<file path="src/rtl/gpio_cmd_ctrl_v4_if.sv">
// Host/FIFO bus bundle for gpio_cmd_ctrl_v4.
// Command handshake: SELECT_in acts as a level-encoded request. A command is
// taken once, on the first cycle SELECT_in[15:0] goes nonzero after having
// been zero. The host must return SELECT_in to zero before the next command.
// Every effect of a command appears exactly one clock later.
interface gpio_cmd_ctrl_v4_if #(
  parameter int CH_NUM  = 2,
  parameter int CNT_W   = 16,
  parameter int LVL_W   = 14,
  parameter int TRG_NUM = 2
) ();
  logic [31:0]                SELECT_in;
  logic [CH_NUM*32-1:0]       DATA_in;
  logic [CH_NUM*CNT_W-1:0]    DATAcnt_in;
  logic [CH_NUM-1:0]          full_in;
  logic [CH_NUM-1:0]          empty_in;
  logic [31:0]                GPIO_out;
  logic                       _RESET_out;
  logic [CH_NUM-1:0]          DATAread_out;
  logic                       SLEAP_out;
  logic [TRG_NUM*2*LVL_W-1:0] TRGLEVEL_out;
  logic [1:0]                 STATE_out;

  // Controller side
  modport slave (
    input  SELECT_in, DATA_in, DATAcnt_in, full_in, empty_in,
    output GPIO_out, _RESET_out, DATAread_out, SLEAP_out, TRGLEVEL_out, STATE_out
  );

  // Host / FIFO side
  modport master (
    output SELECT_in, DATA_in, DATAcnt_in, full_in, empty_in,
    input  GPIO_out, _RESET_out, DATAread_out, SLEAP_out, TRGLEVEL_out, STATE_out
  );
endinterface

</file>
<file path="src/rtl/gpio_cmd_ctrl_v4.sv">
// GPIO command controller: decodes host command words, runs a SLEEP/RUN FSM,
// issues acquisition-reset and FIFO read pulses, holds trigger levels and
// drives a registered readback word (inquiry status or FIFO data).
// Optional feature macro: GPIOCTRL_ERRFLAG_EN adds sticky underflow/illegal
// flags reported in inquiry bits [29:28]; without it those bits read 0.
module gpio_cmd_ctrl_v4 #(
  parameter int CH_NUM  = 2,
  parameter int CNT_W   = 16,
  parameter int LVL_W   = 14,
  parameter int TRG_NUM = 2
) (
  input logic sys_clk,
  input logic _RESET_in,
  gpio_cmd_ctrl_v4_if.slave bus
);

  typedef enum logic [1:0] {
    SLEEP = 2'b00,
    RUN   = 2'b01
  } state_t;

  state_t state_q, state_d;

  // Command detection
  logic [15:0] sel_prev_q;
  logic        arm_q;
  logic        cmd_nz, cmd_acc;
  logic [7:0]  cmd_fn;
  logic [3:0]  cmd_idx;
  logic [15:0] cmd_pay;
  logic        ch_idx_ok, trg_idx_ok, legal;
  logic        do_start, do_inq, do_read, do_stop;

  // Channel views padded to 16 entries so a 4-bit index is always in range
  logic [31:0] data_arr [16];
  logic [15:0] cnt_arr  [16];
  logic [15:0] full_arr, empty_arr;

  // Readback and pulse state
  logic              mode_q, mode_d;   // 0 = inquiry word, 1 = FIFO data
  logic [3:0]        idx_q, idx_d;
  logic [31:0]       gpio_q, gpio_d;
  logic              rst_out_q, rst_out_d;
  logic [CH_NUM-1:0] rd_q, rd_d;

  // Trigger levels
  logic [LVL_W-1:0]   h_q [TRG_NUM];
  logic [LVL_W-1:0]   l_q [TRG_NUM];
  logic [TRG_NUM-1:0] wr_h, wr_l;

  logic uflow_w, illegal_w;

  assign cmd_fn  = bus.SELECT_in[7:0];
  assign cmd_idx = bus.SELECT_in[11:8];
  assign cmd_pay = bus.SELECT_in[31:16];
  assign cmd_nz  = |bus.SELECT_in[15:0];
  // arm_q blocks a word that was already nonzero when reset released
  assign cmd_acc = cmd_nz && (sel_prev_q == 16'd0) && arm_q;

  assign ch_idx_ok  = ({1'b0, cmd_idx} < 5'(CH_NUM));
  assign trg_idx_ok = ({1'b0, cmd_idx} < 5'(TRG_NUM));
  assign legal      = $onehot(cmd_fn) && ((|cmd_fn[3:0]) ? ch_idx_ok : trg_idx_ok);

  assign do_start = cmd_acc && legal && cmd_fn[0];
  assign do_inq   = cmd_acc && legal && cmd_fn[1];
  assign do_read  = cmd_acc && legal && cmd_fn[2];
  assign do_stop  = cmd_acc && legal && cmd_fn[3];

  // Unpack per-channel inputs into fixed-size, zero-padded arrays
  always_comb begin
    full_arr  = '0;
    empty_arr = '0;
    for (int k = 0; k < 16; k++) begin
      data_arr[k] = '0;
      cnt_arr[k]  = '0;
    end
    for (int k = 0; k < CH_NUM; k++) begin
      data_arr[k]  = bus.DATA_in[32*k +: 32];
      cnt_arr[k]   = 16'(bus.DATAcnt_in[CNT_W*k +: CNT_W]);
      full_arr[k]  = bus.full_in[k];
      empty_arr[k] = bus.empty_in[k];
    end
  end

  // Edge detector history for SELECT_in
  always_ff @(posedge sys_clk or negedge _RESET_in) begin
    if (!_RESET_in) begin
      sel_prev_q <= 16'd0;
      arm_q      <= 1'b0;
    end else begin
      sel_prev_q <= bus.SELECT_in[15:0];
      if (!cmd_nz) arm_q <= 1'b1;
    end
  end

  // FSM state register
  always_ff @(posedge sys_clk or negedge _RESET_in) begin
    if (!_RESET_in) state_q <= SLEEP;
    else            state_q <= state_d;
  end

  // FSM next state plus next values of the one-cycle pulses
  always_comb begin
    state_d   = state_q;
    rst_out_d = 1'b1;
    rd_d      = '0;
    case (state_q)
      SLEEP:   if (do_start) state_d = RUN;
      RUN:     if (do_stop)  state_d = SLEEP;
      default: state_d = SLEEP;
    endcase
    if (do_start) rst_out_d = 1'b0;
    for (int k = 0; k < CH_NUM; k++)
      rd_d[k] = do_read && !empty_arr[cmd_idx] && (cmd_idx == 4'(k));
  end

`ifdef GPIOCTRL_ERRFLAG_EN
  logic uflow_q, illegal_q;

  // Sticky error flags, cleared by an accepted start
  always_ff @(posedge sys_clk or negedge _RESET_in) begin
    if (!_RESET_in) begin
      uflow_q   <= 1'b0;
      illegal_q <= 1'b0;
    end else if (do_start) begin
      uflow_q   <= 1'b0;
      illegal_q <= 1'b0;
    end else begin
      if (do_read && empty_arr[cmd_idx]) uflow_q   <= 1'b1;
      if (cmd_acc && !legal)             illegal_q <= 1'b1;
    end
  end

  assign uflow_w   = uflow_q;
  assign illegal_w = illegal_q;
`else
  assign uflow_w   = 1'b0;
  assign illegal_w = 1'b0;
`endif

  // Readback selection: an accepted inquiry/read takes effect on this edge
  always_comb begin
    mode_d = mode_q;
    idx_d  = idx_q;
    if (do_inq) begin
      mode_d = 1'b0;
      idx_d  = cmd_idx;
    end else if (do_read) begin
      mode_d = 1'b1;
      idx_d  = cmd_idx;
    end
    if (mode_d)
      gpio_d = data_arr[idx_d];
    else
      gpio_d = {state_q, uflow_w, illegal_w, 11'd0, full_arr[idx_d], cnt_arr[idx_d]};
  end

  // Readback and pulse registers
  always_ff @(posedge sys_clk or negedge _RESET_in) begin
    if (!_RESET_in) begin
      mode_q    <= 1'b0;
      idx_q     <= 4'd0;
      gpio_q    <= 32'd0;
      rst_out_q <= 1'b1;
      rd_q      <= '0;
    end else begin
      mode_q    <= mode_d;
      idx_q     <= idx_d;
      gpio_q    <= gpio_d;
      rst_out_q <= rst_out_d;
      rd_q      <= rd_d;
    end
  end

  // Trigger-level write strobes; pair idx+1 beyond TRG_NUM simply matches nothing
  always_comb begin
    wr_h = '0;
    wr_l = '0;
    for (int j = 0; j < TRG_NUM; j++) begin
      wr_h[j] = cmd_acc && legal &&
                ((cmd_fn[4] && ({1'b0, cmd_idx} == 5'(j))) ||
                 (cmd_fn[6] && (({1'b0, cmd_idx} + 5'd1) == 5'(j))));
      wr_l[j] = cmd_acc && legal &&
                ((cmd_fn[5] && ({1'b0, cmd_idx} == 5'(j))) ||
                 (cmd_fn[7] && (({1'b0, cmd_idx} + 5'd1) == 5'(j))));
    end
  end

  // Trigger-level registers: H resets to all ones, L to zero
  always_ff @(posedge sys_clk or negedge _RESET_in) begin
    if (!_RESET_in) begin
      for (int j = 0; j < TRG_NUM; j++) begin
        h_q[j] <= '1;
        l_q[j] <= '0;
      end
    end else begin
      for (int j = 0; j < TRG_NUM; j++) begin
        if (wr_h[j]) h_q[j] <= cmd_pay[LVL_W-1:0];
        if (wr_l[j]) l_q[j] <= cmd_pay[LVL_W-1:0];
      end
    end
  end

  // Pack trigger pairs as {H_j, L_j}
  always_comb begin
    bus.TRGLEVEL_out = '0;
    for (int j = 0; j < TRG_NUM; j++)
      bus.TRGLEVEL_out[2*LVL_W*j +: 2*LVL_W] = {h_q[j], l_q[j]};
  end

  assign bus.GPIO_out     = gpio_q;
  assign bus._RESET_out   = rst_out_q;
  assign bus.DATAread_out = rd_q;
  assign bus.SLEAP_out    = (state_q == RUN);
  assign bus.STATE_out    = state_q;

endmodule

</file>
<file path="src/flat_wrapper.sv">
// flat-port wrapper written by rule: the top's interface ports become plain ports
module gpio_cmd_ctrl_v4_flat 
#(
  parameter int CH_NUM  = 2,
  parameter int CNT_W   = 16,
  parameter int LVL_W   = 14,
  parameter int TRG_NUM = 2
)
  (sys_clk, _RESET_in, bus_SELECT_in, bus_DATA_in, bus_DATAcnt_in, bus_full_in, bus_empty_in, bus_GPIO_out, bus__RESET_out, bus_DATAread_out, bus_SLEAP_out, bus_TRGLEVEL_out, bus_STATE_out);
  gpio_cmd_ctrl_v4_if #(.CH_NUM(CH_NUM), .CNT_W(CNT_W), .LVL_W(LVL_W), .TRG_NUM(TRG_NUM)) bus_i ();
  input logic sys_clk;
  input logic _RESET_in;
  input wire logic [$bits(bus_i.SELECT_in)-1:0] bus_SELECT_in;
  input wire logic [$bits(bus_i.DATA_in)-1:0] bus_DATA_in;
  input wire logic [$bits(bus_i.DATAcnt_in)-1:0] bus_DATAcnt_in;
  input wire logic [$bits(bus_i.full_in)-1:0] bus_full_in;
  input wire logic [$bits(bus_i.empty_in)-1:0] bus_empty_in;
  output wire logic [$bits(bus_i.GPIO_out)-1:0] bus_GPIO_out;
  output wire logic [$bits(bus_i._RESET_out)-1:0] bus__RESET_out;
  output wire logic [$bits(bus_i.DATAread_out)-1:0] bus_DATAread_out;
  output wire logic [$bits(bus_i.SLEAP_out)-1:0] bus_SLEAP_out;
  output wire logic [$bits(bus_i.TRGLEVEL_out)-1:0] bus_TRGLEVEL_out;
  output wire logic [$bits(bus_i.STATE_out)-1:0] bus_STATE_out;
  assign bus_i.SELECT_in = bus_SELECT_in;
  assign bus_i.DATA_in = bus_DATA_in;
  assign bus_i.DATAcnt_in = bus_DATAcnt_in;
  assign bus_i.full_in = bus_full_in;
  assign bus_i.empty_in = bus_empty_in;
  assign bus_GPIO_out = bus_i.GPIO_out;
  assign bus__RESET_out = bus_i._RESET_out;
  assign bus_DATAread_out = bus_i.DATAread_out;
  assign bus_SLEAP_out = bus_i.SLEAP_out;
  assign bus_TRGLEVEL_out = bus_i.TRGLEVEL_out;
  assign bus_STATE_out = bus_i.STATE_out;
  gpio_cmd_ctrl_v4 #(.CH_NUM(CH_NUM), .CNT_W(CNT_W), .LVL_W(LVL_W), .TRG_NUM(TRG_NUM)) u_core (.sys_clk(sys_clk), ._RESET_in(_RESET_in), .bus(bus_i));
endmodule
</file>
<file path="config.mk">
export PLATFORM = sky130hd
export DESIGN_NAME = gpio_cmd_ctrl_v4_flat
export DESIGN_NICKNAME = d
export VERILOG_FILES = /design/src/rtl/gpio_cmd_ctrl_v4_if.sv /design/src/rtl/gpio_cmd_ctrl_v4.sv /design/src/flat_wrapper.sv
export SDC_FILE = /design/constraint.sdc
export NUM_CORES = 1
export LEC_CHECK = 0
export ABC_AREA = 1
export CORE_ASPECT_RATIO = 1.25
export CORE_UTILIZATION = 35
export CTS_CLUSTER_DIAMETER = 60
export DETAILED_ROUTE_END_ITERATION = 10
export PLACE_DENSITY_LB_ADDON = 0.1
export SLEW_MARGIN = 20
export SYNTH_ARGS = -nofsm -noshare
export SYNTH_HDL_FRONTEND = slang
export SYNTH_SLANG_ARGS = --single-unit
</file>
<file path="constraint.sdc">
create_clock -name sys_clk -period 1.8 [get_ports sys_clk]
set_clock_uncertainty 0.05 [all_clocks]
set_input_delay 0.27 -clock sys_clk [delete_from_list [all_inputs] [get_ports sys_clk]]
set_output_delay 0.27 -clock sys_clk [all_outputs]
set_load 0.005 [all_outputs]
</file>
Word-level counts from Yosys, hierarchy flattened
Cells that the tools add are included.
{"block": "op_classes", "n_reduce_logical": 34, "magnitude_cmp": 4, "bitwise_logic": 1, "mux": 19, "n_eq_ne": 6, "add_sub_neg": 8}
{"cell": "32-bit binary-select mux with 4-bit select", "n": 1}
{"cell": "32-bit two-way mux", "n": 3}
{"cell": "16-bit binary-select mux with 4-bit select", "n": 1}
{"cell": "16-bit two-way mux", "n": 2}
{"cell": "1-bit logical AND", "n": 23}
{"cell": "16-bit zero test", "n": 1}
{"cell": "16-bit OR reduction", "n": 1}
{"cell": "4-bit adder", "n": 3}
{"cell": "4-bit by 5-bit less-than comparator with 1-bit output, second input constant", "n": 2}
{"cell": "1-bit by 1-bit adder with 2-bit output", "n": 4}
{"cell": "1-bit binary-select mux with 4-bit select", "n": 2}
{"cell": "4-bit by 1-bit equality test with 1-bit output, second input constant", "n": 2}
{"cell": "4-bit two-way mux", "n": 2}
{"cell": "4-bit by 1-bit adder with 5-bit output, second input constant", "n": 1}
{"cell": "5-bit by 1-bit equality test with 1-bit output, second input constant", "n": 1}
{"cell": "5-bit greater-or-equal comparator, second input constant", "n": 1}
{"cell": "5-bit zero test", "n": 1}
{"cell": "1-bit two-way mux", "n": 5}
{"cell": "4-bit inverter with 5-bit output", "n": 1}
{"cell": "4-bit zero test", "n": 1}
{"cell": "1-bit logical OR", "n": 4}
{"cell": "4-bit by 2-bit less-than comparator with 1-bit output, second input constant", "n": 1}
{"cell": "2-bit two-way mux", "n": 2}
{"cell": "2-bit by 1-bit != test with 1-bit output, second input constant", "n": 2}
{"cell": "other kinds (5)", "n": 5}
{"block": "word_totals", "elab_cells": 84, "out_inout_bits": 94, "in_bits": 134, "ff_bits": 115}

Logic depth before layout (Yosys ltp)
Gate-level depths: netlist (run 1).
{"block": "logic_depth", "depth_word": 14, "depth_mapped": 22, "mapped_depth_nobuf": 21}

Least setup slack after synthesis (run 1)
OpenSTA, ideal clock, no wires.
{"block": "synth_timing", "kind": "input -> register", "start": "input bus_SELECT_in[6]", "end": "register u_core.gpio_q[0], in the netlist u_core.bus.GPIO_out[0]", "t_arrival_ps": 3432, "setup_slack_ps": -1799, "cell_stages": 17, "path_buffers": 2, "setup_ps": 117, "t_required_ps": 1633, "cell_sequence": "ha_1 fa_1 inv_1 fa_1 inv_1 ha_1 fa_1 nor2_1 nand3_1 nor2_4 o2111ai_2 nand2_2 buf_6 buf_6 nor2_1 nor2_1 nor2_1"}
{"block": "synth_via", "elab_chain_len": 14, "elab_cells_between_ends": 23, "cone_classes": "3 x add/sub; 1 x eq/ne; 11 x mux; 1 x bitwise; 7 x reduce/logical"}
{"element": "start: declaration", "line": "flat_wrapper.sv:13", "rtl": "input wire logic [$bits(bus_i.SELECT_in)-1:0] bus_SELECT_in;"}
{"element": "1-bit by 1-bit adder with 2-bit output (implied by the code)", "line": "gpio_cmd_ctrl_v4.sv:62", "rtl": "assign legal = $onehot(cmd_fn) && ((|cmd_fn[3:0]) ? ch_idx_ok : trg_idx_ok);"}
{"element": "4-bit adder (implied by the code) (2 in a row)", "line": "gpio_cmd_ctrl_v4.sv:62"}
{"element": "4-bit by 1-bit equality test with 1-bit output", "line": "gpio_cmd_ctrl_v4.sv:62"}
{"element": "1-bit logical AND", "line": "gpio_cmd_ctrl_v4.sv:62"}
{"element": "1-bit logical AND *", "line": "gpio_cmd_ctrl_v4.sv:65, gpio_cmd_ctrl_v4.sv:66"}
{"element": "1-bit logical AND", "line": "gpio_cmd_ctrl_v4.sv:66", "rtl": "assign do_read = cmd_acc && legal && cmd_fn[2];"}
{"element": "4-bit two-way mux", "line": "gpio_cmd_ctrl_v4.sv:148", "rtl": "end else if (do_read) begin"}
{"element": "4-bit two-way mux", "line": "gpio_cmd_ctrl_v4.sv:145", "rtl": "if (do_inq) begin"}
{"element": "4-bit inverter with 5-bit output (implied by the code)", "line": "gpio_cmd_ctrl_v4.sv:153, gpio_cmd_ctrl_v4.sv:155"}
{"element": "16-bit binary-select mux with 4-bit select or 32-bit binary-select mux with 4-bit select (tied branches)", "line": "gpio_cmd_ctrl_v4.sv:155, gpio_cmd_ctrl_v4.sv:153"}
{"element": "16-bit two-way mux (implied by the code) or 32-bit two-way mux (tied branches) (2 in a row)", "line": "gpio_cmd_ctrl_v4.sv:155, gpio_cmd_ctrl_v4.sv:153"}
{"element": "32-bit two-way mux *", "line": "gpio_cmd_ctrl_v4.sv:152", "rtl": "if (mode_d)"}
{"element": "named net u_core.gpio_d[0]", "line": "gpio_cmd_ctrl_v4.sv:42", "rtl": "logic [31:0] gpio_q, gpio_d;"}
{"element": "end signal: assignment", "line": "gpio_cmd_ctrl_v4.sv:169", "rtl": "gpio_q <= gpio_d;"}
{"element": "end: declaration", "line": "gpio_cmd_ctrl_v4.sv:42"}
The timed path passes the listed nets; every way through them passes the cells marked *. The select of a mux whose other input is x is not followed.
A chain may end at the register's enable or synchronous reset.

Worst setup path after layout (run 1)
{"block": "layout_timing", "start": "input bus_SELECT_in[2]", "end": "register u_core.gpio_q[1], in the netlist u_core.bus.GPIO_out[1]"}
{"block": "layout_via", "elab_chain_len": 14, "elab_cells_between_ends": 23, "cone_classes": "3 x add/sub; 1 x eq/ne; 11 x mux; 1 x bitwise; 7 x reduce/logical"}
{"element": "1-bit by 1-bit adder with 2-bit output (implied by the code)", "line": "gpio_cmd_ctrl_v4.sv:62"}
{"element": "4-bit adder (implied by the code) (2 in a row)", "line": "gpio_cmd_ctrl_v4.sv:62"}
{"element": "4-bit by 1-bit equality test with 1-bit output", "line": "gpio_cmd_ctrl_v4.sv:62"}
{"element": "1-bit logical AND", "line": "gpio_cmd_ctrl_v4.sv:62"}
{"element": "1-bit logical AND", "line": "gpio_cmd_ctrl_v4.sv:65, gpio_cmd_ctrl_v4.sv:66"}
{"element": "1-bit logical AND", "line": "gpio_cmd_ctrl_v4.sv:66"}
{"element": "4-bit two-way mux", "line": "gpio_cmd_ctrl_v4.sv:148"}
{"element": "4-bit two-way mux", "line": "gpio_cmd_ctrl_v4.sv:145"}
{"element": "4-bit inverter with 5-bit output (implied by the code)", "line": "gpio_cmd_ctrl_v4.sv:153, gpio_cmd_ctrl_v4.sv:155"}
{"element": "16-bit binary-select mux with 4-bit select or 32-bit binary-select mux with 4-bit select (tied branches)", "line": "gpio_cmd_ctrl_v4.sv:155, gpio_cmd_ctrl_v4.sv:153"}
{"element": "16-bit two-way mux (implied by the code) or 32-bit two-way mux (tied branches) (2 in a row)", "line": "gpio_cmd_ctrl_v4.sv:155, gpio_cmd_ctrl_v4.sv:153"}
{"element": "32-bit two-way mux *", "line": "gpio_cmd_ctrl_v4.sv:152"}
{"element": "named net u_core.gpio_d[1]", "line": "gpio_cmd_ctrl_v4.sv:42"}
Marks and branches as above.

==> impl_metrics.yaml, run 1 <==
logic_synthesis:
  syn_area_per_cell_um2: 8.659
  synth_top_area_frac: 0.3905
  synth.yosys.seq_area_share: 0.5304
  synth_area_leader_cell: "dfrtp_1"
  syn-num-nets: 777
  synthTopCellsByArea: "dfrtp_1 (39%), dfstp_2 (14%), nand2_1 (11%), inv_1 (6.3%), nor2_1 (5.3%)"
  syn-instance-count: 629
  yosysWarnings: 0
  yosysUniqueCellTypes: 37
  yosys_register_bits: 114
  synth_area_um2: 5446
clocking:
  cts.sinks: 114
  cts_root_buf: "clkbuf_16"
  clk_latency_ps: 400
  cts.clk_slew.worst_paths_ps: 60
  htree_levels: 4
  cts_inserted_buffers: 17
  cts_tree: "yes"
  clk_path_buf_depth: 2
layout:
  final_util: 0.6613
  diodes: 0
  stdcell_area_um2: 9971
  final_cells: 1146
  area_growth_pct: 83.07
  drive_above_1_share: 0.3081
  final-seq-area_um2: 2889
  finalNetCount: 1073
  multi_input_area_um2: 2635
  nFillCells: 1179
floorplanning:
  pin_count: 228
  row_count: 50
  dieHeight_um: 141.5
  core-area_um2: 15080
  die_area_um2: 16070
  start_util: 0.3612
  die_w_um: 113.6
placed_design:
  portBuffers: 224
  placedCellCount: 1087
  gp_congestion: 0.8962
  dpl_cell_area_um2: 8319
  dp_hpwl_um: 12010
min_path:
  worstHoldStart: "bus_SELECT_in[5]"
  hp-class: "input port to flip-flop"
power_and_ir_drop:
  switching_share: 0.2397
  p_leak_nw: 4.943
  power_density_nw_per_um2: 671.2
  p_comb_frac: 0.118
  p_int_mw: 5.088
  clockPowerShare: 0.495
  switching_power_mw: 1.604
  ir_drop_uv: 474.9
  seq_power_share: 0.388
critical_path:
  crit_path_end_kind: "flip-flop"
  path_class: "input port to flip-flop"
  worstPathArrival_ps: 3520
  ff2ff_setup_slack_ps: -180
  required_ps: 2080
  r2r_start: "u_core.sel_prev_q[11]"
  start_kind: "input port"
  critPathLaunch: "bus_SELECT_in[2]"
  crit_fanout: 7
timing:
  slew_headroom: 0.6192
  final-max-slew-violation-count: 0
  rsz0062_at_grt: "yes"
  hold_viol: 0
  max_freq_mhz: 308.5
  setup_viol_count_final: 97
  fin_ws_ps: -1442
  tightest_slew_ps: 571.2
  period_needed_ps: 3242
  fin_crit_sh: 1.801
route:
  vias_per_cell: 4.590
  drtIter0Drc: 197
  wl_per_cell_um: 16.26
  vias: 5260
  final_antenna_net_count: 0
  drt_first_pass_iters: 4
  drc_errors: 0
  drt_wl_total_um: 18630
global_route:
  antenna_found_initial: 0
  gr-usage-all-layers: 0.2258
  overflow: 0
  grt_max_degree: 54
  grt_pass1_wl_um: 27790
  grt_pass1_vias: 5488
outcome:
  status: "finished, violations left"
  violations: "negative setup slack"
flow_run:
  maxCapViolations: 0
-- repair_timing --
item,CTS,global route
resized for setup,154,101
setup endpoints to repair,97,109
hold buffers,3,0
cloned,10,6
pin swaps,26,45
endpoints found under the hold margin,88,0
buffers inserted,9,5
-- logic make-up (layout without fill, tap and decap cells) --
logic type               after synthesis  count (layout)  share of synthesized area
AND/OR/NAND/NOR                      303             304                     0.2382
buffers and inverters                120             428                    0.09717
other                                  1               1                  0.0006885
multiplexers                          14              14                    0.02573
flip-flops                           114             114                     0.5304
adder cells (fa/ha/maj)               14              14                    0.03768
AO/OA/AOI/OAI                         63              63                    0.07006
-- layer usage --
| metal | vias up | GRT usage | routed length [um] |
|---|---|---|---|
| met5 | - | 0 | 0 |
| met4 | 0 | 0.06579 | 285 |
| met3 | 23 | 0.05895 | 1290 |
| met2 | 210 | 0.4140 | 10070 |
| met1 | 2481 | 0.2551 | 6988 |
| li1 | 2546 | - | - |
-- power groups by stage --
stage               clock network [mW]  registers [mW]  logic [mW]
floorplan                            0            2.63       0.209
global placement                     0            2.64       0.704
detailed placement                   0            2.64       0.711
CTS                               3.35            2.59       0.753
global route                      3.48            2.59       0.857
finish                            3.31            2.59       0.788
-- through the flow --
stage	worst slack [ps]	hold slack, ps	TNS (ps)	total power, mW
final	-1442	83.38	-127200	6.692
after global routing	-1642	74.05	-142000	6.932
after floorplan	-1582	-75.59	-138290	2.844
after detailed placement	-2420	81.78	-216230	3.347
after CTS	-1406	67.63	-125710	6.694
after global placement	-2332	80.75	-210430	3.340
-- flip-flops by register name, indices dropped and copies added (netlist names) --
name and flops:
u_core.arm_q 1, u_core.bus.DATAread_out 2, u_core.bus.GPIO_out 32, u_core.bus.STATE_out 1, u_core.bus.TRGLEVEL_out 56, u_core.bus._RESET_out 1, u_core.idx_q 4, u_core.mode_q 1
u_core.sel_prev_q 16
-- final timing paths --
check / end / cells after the start
setup / recovery: u_core.bus.GPIO_out[1] / 20
hold / removal: u_core.sel_prev_q[5] / 2
setup reg to reg: u_core.bus.GPIO_out[1] / 13
hold reg to reg: u_core.bus.TRGLEVEL_out[24] / 2
max in group asynchronous: u_core.bus.TRGLEVEL_out[47] / 3
min in group asynchronous: u_core.sel_prev_q[14] / 2
-- worst max-delay path, stage by stage --
cell      delay (ps)
buf_8            110
ha_4             150
fa_1             520
inv_1             50
fa_1             470
inv_1             50
ha_2             170
fa_2             470
nor2_1           100
nand3b_1          80
nor2_1           100
nand3_1          100
nor2_2           140
nand2_1           70
nand2_2          110
nand2_8          140
buf_8            180
nand3_2           70
nand2_1           60
nor2_1           110
-- layout by cell type, fill, tap and decap left out, types with 14 or more instances in the layout --
| cell | Yosys | layout |
|---|---|---|
| buf_4 | 5 | 41 |
| buf_6 | 6 | 16 |
| clkbuf_16 | 0 | 20 |
| clkdlybuf4s50_1 | 0 | 201 |
| dfrtp_1 | 85 | 85 |
| dfstp_2 | 29 | 29 |
| inv_1 | 91 | 80 |
| mux2i_1 | 14 | 14 |
| nand2_1 | 163 | 125 |
| nand2_2 | 3 | 17 |
| nand2_4 | 3 | 26 |
| nand3_1 | 41 | 26 |
| nand3_2 | 3 | 14 |
| nor2_1 | 77 | 68 |
| o21ai_1 | 0 | 14 |
| o21ai_2 | 0 | 27 |
-- final cells by class --
cell class,count,area share
Timing Repair Buffer,298,0.3194
Sequential cell,114,0.2897
Multi-Input combinational cell,396,0.2643
Clock buffer,17,0.04267
Inverter,96,0.03990
Tap cell,208,0.02610
Clock inverter,15,0.01594
Timing Repair inverter,2,0.002008
-- synthesized netlist by cell type --
| cell type | count |
|---|---|
| inv_6 | 1 |
| or2_4 | 1 |
| nand2_2 | 3 |
| nand3_2 | 3 |
| mux2i_1 | 14 |
| nor2_8 | 1 |
| dfrtp_1 | 85 |
| and2_1 | 1 |
| nor2_2 | 1 |
| a21oi_1 | 5 |
| o211ai_2 | 1 |
| nor2_1 | 77 |
| o31ai_2 | 1 |
| inv_2 | 4 |
| nand3b_1 | 1 |
| o2111ai_2 | 1 |
| conb_1 | 1 |
| nand4_1 | 4 |
| nor3b_2 | 1 |
| nand2_4 | 3 |
| nor2_4 | 1 |
| a31oi_1 | 1 |
| nand2_1 | 163 |
| a21oi_2 | 10 |
| o22ai_1 | 2 |
| dfstp_2 | 29 |
| buf_4 | 5 |
| o21ai_0 | 42 |
| or2_1 | 1 |
| clkbuf_1 | 5 |
| nor3_1 | 1 |
| nand3_1 | 41 |
| fa_1 | 4 |
| ha_1 | 10 |
| buf_6 | 6 |
| inv_1 | 91 |
| buf_2 | 8 |
No activity file was read; power rests on OpenSTA's default activity.
==> run 2, diff against run 1 <==
- CAP_MARGIN: default -> 10
==> results of run 2 <==
Same layout as run 1: the final DEF is identical, and so are final timing and power.
==> run 3, diff against run 2 <==
- TNS_END_PERCENT: default -> 50
==> impl_metrics.yaml, run 3 (synthesized netlist as in run 1, its figures left out) <==
timing:
  setup_viol_count_final: 97
  slew_headroom: 0.6602
  hold_viol: 0
  tightest_slew_ps: 509.7
  max_freq_mhz: 302.1
  period_needed_ps: 3310
  fin_crit_sh: 1.839
  fin_ws_ps: -1510
  final-max-slew-violation-count: 0
  rsz0062_at_grt: "yes"
critical_path:
  start_kind: "input port"
  critPathSlowestCell: "fa_1"
  cp_cell_sequence: "buf_4 > inv_1 > ha_4 > inv_2 > fa_2 > fa_1 > inv_1 > ha_2 > fa_2 > inv_2 > nand2_2 > nor2_1 > nand3_1 > nor2_4 > o211ai_2 > nand2_2 > buf_12 > nand2_8 > buf_12 > nand2_1 > nand2_2 > nor2_1 > nor2_1"
  crit_path_end_kind: "flip-flop"
  worst-path-buf-inv: 7
  r2r_start: "u_core.sel_prev_q[11]"
  critPathLaunch: "bus_SELECT_in[6]"
  crit_fanout: 12
  cpPeakStageDelay_ps: 500
  path_delay_family: "adder cells"
  path_class: "input port to flip-flop"
  required_ps: 2050
  worstPathArrival_ps: 3560
clocking:
  cts_tree: "yes"
  clk_latency_ps: 400
  cts_inserted_buffers: 17
  cts.sinks: 114
  cts_root_buf: "clkbuf_16"
  clk_path_buf_depth: 2
  cts.clk_slew.worst_paths_ps: 60
  htree_levels: 4
route:
  wl_per_cell_um: 15.21
  vias: 5168
  drtIter0Drc: 150
  drc_errors: 0
  vias_per_cell: 4.490
  final_antenna_net_count: 0
  drt_wl_total_um: 17510
  drt_first_pass_iters: 4
layout:
  layout_common_cells: "clkdlybuf4s50_1 (208), nand2_1 (130), dfrtp_1 (84), inv_1 (81), nor2_1 (75)"
  final_util: 0.6482
  diodes: 0
  finalNetCount: 1078
  final_common_cell: "clkdlybuf4s50_1"
  nFillCells: 1215
  drive_above_1_share: 0.2683
  largest_reg_flops: 56
  final-seq-area_um2: 2890
  area_growth_pct: 79.44
  multi_input_area_um2: 2412
power_and_ir_drop:
  power_density_nw_per_um2: 698.8
  ir_drop_uv: 585.2
  p_leak_nw: 4.797
floorplanning:
  row_count: 50
  die_area_um2: 16070
  core-area_um2: 15080
  dieHeight_um: 141.5
  pin_count: 228
  start_util: 0.3612
  die_w_um: 113.6
min_path:
  hp-class: "input port to flip-flop"
  worstHoldStart: "bus_SELECT_in[3]"
placed_design:
  place_ws_ps: -2506
  portBuffers: 224
  dp_hpwl_um: 12290
  gp_congestion: 0.8467
global_route:
  gr-usage-all-layers: 0.2168
  grt_pass1_vias: 5377
  grt_max_degree: 38
  grt_pass1_wl_um: 26650
  overflow: 0
  antenna_found_initial: 0
flow_run:
  maxCapViolations: 0
outcome:
  status: "finished, violations left"
  violations: "negative setup slack"
[run 3: worst paths after layout]
kind	end	slack, ps	depth (start not counted)
min in group asynchronous	u_core.sel_prev_q[11]	330	2
setup / recovery	u_core.bus.GPIO_out[12]	-1510	23
hold reg to reg	u_core.bus.TRGLEVEL_out[24]	420	2
max in group asynchronous	u_core.bus._RESET_out	720	3
setup reg to reg	u_core.bus.GPIO_out[12]	-340	14
hold / removal	u_core.sel_prev_q[3]	60	2
[run 3: stage by stage]
stage / hold slack (ps) / instance area, um2 / power (mW) / std cells / TNS [ps]
2_1_floorplan: -75.59 / 5529 / 2.843 / 629 / -140030
3_3_place_gp: 211.6 / 8396 / 3.348 / 1093 / -218100
3_5_place_dp: 218.3 / 8396 / 3.347 / 1093 / -222880
4_1_cts: 42.98 / 9405 / 6.880 / 1142 / -128330
5_1_grt: 49.24 / 9773 / 7.095 / 1151 / -145000
6_report: 61.17 / 9773 / 6.830 / 1151 / -130600
[run 3: final cells by class]
class                   instances  share of cell area
clock inverters                11             0.01575
well taps                     208             0.02663
inverters                      96             0.04020
repair inverters                1            0.001152
flip-flops and latches        114              0.2957
multi-input cells             396              0.2468
repair buffers                304              0.3276
clock buffers                  21             0.04609
[run 3: routing by layer]
layer,share of wire,track usage,vias to the layer above
met5,0,0,-
met4,0.021,0.07618,0
met3,0.059,0.06578,23
met2,0.54,0.3861,171
met1,0.38,0.2437,2424
li1,-,-,2550
[run 3: repair_timing]
action                                  CTS  global route
buffers inserted                          8             4
hold endpoints to repair                 23             0
resized for setup                        93            91
endpoints found under the setup margin   98           107
hold buffers                              4             0
pin swaps                                29            11
cloned                                    6             5
[run 3: worst reg2reg max path, delay by kind of cell, from the launching register on]
kind | cells | cell delay [ps]
AO/OA/AOI/OAI | 1 | 120
buffers and inverters | 2 | 290
flip-flops | 1 | 360
AND/OR/NAND/NOR | 11 | 1200
[run 3: where the power goes]
group          internal [mW]  switching (mW)
Clock                   2.22            1.20
Sequential              2.59         0.00799
Combinational          0.475           0.335
Total                   5.29            1.54
==> patch (settings of run 3) <==
Add a define of `GPIOCTRL_ERRFLAG_EN`.
--- a/src/rtl/gpio_cmd_ctrl_v4.sv
+++ b/src/rtl/gpio_cmd_ctrl_v4.sv
@@ -5,2 +5,4 @@
 // flags reported in inquiry bits [29:28]; without it those bits read 0.
+`define GPIOCTRL_ERRFLAG_EN
+
 module gpio_cmd_ctrl_v4 #(
Formal check against the unedited RTL: not equivalent (a bounded check fails within 4 cycles, from zero or initial values and one cycle with _RESET_in low).
==> patch against run 3 <==
- the run still ends with setup timing left
- power is 2.3% lower
- via count increased by 2.8%
- first-iteration DRC count increased by 75%
- final area rose by 0.64%
- register-to-register slack lost 180 ps
- wire length is 4.1% higher
- combinational power fell by 10%
- synthesized cell count down 2.7%
- fmax shrank 4.6%
- worst setup slack got worse by 160 ps
- synthesized area is 2.0% lower
- clock power decreased by 4%
- sequential cell count up 2
- largest cell class unchanged
- largest power group unchanged
==> patch: results (changes against run 3) <==
Post-layout net count - 1054 (was 1078)
Hold buffer count at cts - 3 (was 4)
First-pass GRT wire length - 27700 um (was 26600 um)
Routability cong. - 0.872 (was 0.847)
Syn_nets - 760 (was 777)
Min setup slack post-route - -1670 ps (was -1510 ps)
Max IR drop VDD - 0.000584 V (was 0.000585 V)
Grt met2 use - 41.1% (was 38.6%)
Reg2reg start - u_core.sel_prev_q[7] (was u_core.sel_prev_q[11])
Layout cell share with drive strength beyond 1 - 29.7% (was 26.8%)
CP arrival - 3740 ps (was 3560 ps)
# resized after CTS - 109 (was 93)
Fillers - 1214 (was 1215)
Post-synthesis sequential area ratio - 55.1% (was 53.0%)
DP HPWL - 11900 um (was 12300 um)
Final Setup Violations - 99 (was 97)
Gr usage total - 23.0% (was 21.7%)
Hold EP - u_core.sel_prev_q[4] (was u_core.sel_prev_q[3])
Static Leakage - 0.00455 uW (was 0.00480 uW)
WHS - 60.9 ps (was 61.2 ps)
Largest net degree at the start of global routing - 53 (was 38)
Distinct cell type count after synthesis - 35 (was 37)
Met3 Use GR - 7.05% (was 6.58%)
Met2 WL - 9630 um (was 9380 um)
Area post-placement - 8250 sq um (was 8400 sq um)
Failing checks - setup timing (unchanged)
Synth top area cells - dfrtp_1, dfstp_2, nand2_1 (unchanged)
Status - finished with violations (unchanged)
Fin Setup TNS - -146930 ps (was -130600 ps)
R2R setup slack - -520 ps (was -340 ps)
Reg2reg end - u_core.bus.GPIO_out[3] (was u_core.bus.GPIO_out[12])
Commonest cells in the netlist - nand2_1, dfrtp_1, nor2_1, o21ai_0, inv_1 (was nand2_1, inv_1, dfrtp_1, nor2_1, o21ai_0)
Initial DRC Count - 263 (was 150)
Via count - 5313 (was 5168)
Number of global-route vias before repair - 5559 (was 5377)
Hold_sp - bus_SELECT_in[4] (was bus_SELECT_in[3])
Least-Margin Pin Slew - 1190 ps (was 510 ps)
P_sw - 1560 uW (was 1540 uW)
[patch: area by class of cell]
type                    count  area, sq um  share of cell area [%]
well taps                 182          228                    2.32
flip-flops and latches    116         2940                    29.9
clock inverters            13          135                    1.37
clock buffers              19          443                    4.50
repair buffers            301         3310                    33.7
inverters                  62          258                    2.62
multi-input cells         408         2520                    25.6
[patch: worst max path at each step]
stage                     startpoint  slack, ps  depth (start not counted)                       to
floorplan           bus_SELECT_in[2]      -1810                         19  u_core.bus.GPIO_out[10]
global placement    bus_SELECT_in[2]      -2530                         19  u_core.bus.GPIO_out[28]
detailed placement  bus_SELECT_in[2]      -2580                         21   u_core.bus.GPIO_out[3]
CTS                 bus_SELECT_in[7]      -1680                         20   u_core.bus.GPIO_out[3]
global route        bus_SELECT_in[6]      -1820                         20   u_core.bus.GPIO_out[3]
finish              bus_SELECT_in[7]      -1670                         20   u_core.bus.GPIO_out[3]
[patch: per-stage QoR]
| step | cells | worst slack [ps] |
|---|---|---|
| final | 1101 | -1670 |
| after global routing | 1101 | -1820 |
| after CTS | 1098 | -1680 |
| after detailed placement | 1035 | -2580 |
| after global placement | 1035 | -2530 |
| after floorplan | 612 | -1810 |
[patch: kinds of logic after synthesis]
kind of cell / Yosys count / share of synthesized area, %
other cells: 1 / 0.0703
simple gates: 312 / 24.6
flops: 116 / 55.1
fa+ha+maj: 14 / 3.85
compound gates: 79 / 8.79
buf+inv: 90 / 7.64
[patch: power by group through the flow]
stage / Sequential [uW] / Combinational (uW) / Clock (uW)
finish: 2640 / 729 / 3300
global route: 2650 / 802 / 3470
floorplan: 2690 / 221 / 0
global placement: 2690 / 661 / 0
CTS: 2640 / 721 / 3360
detailed placement: 2690 / 675 / 0
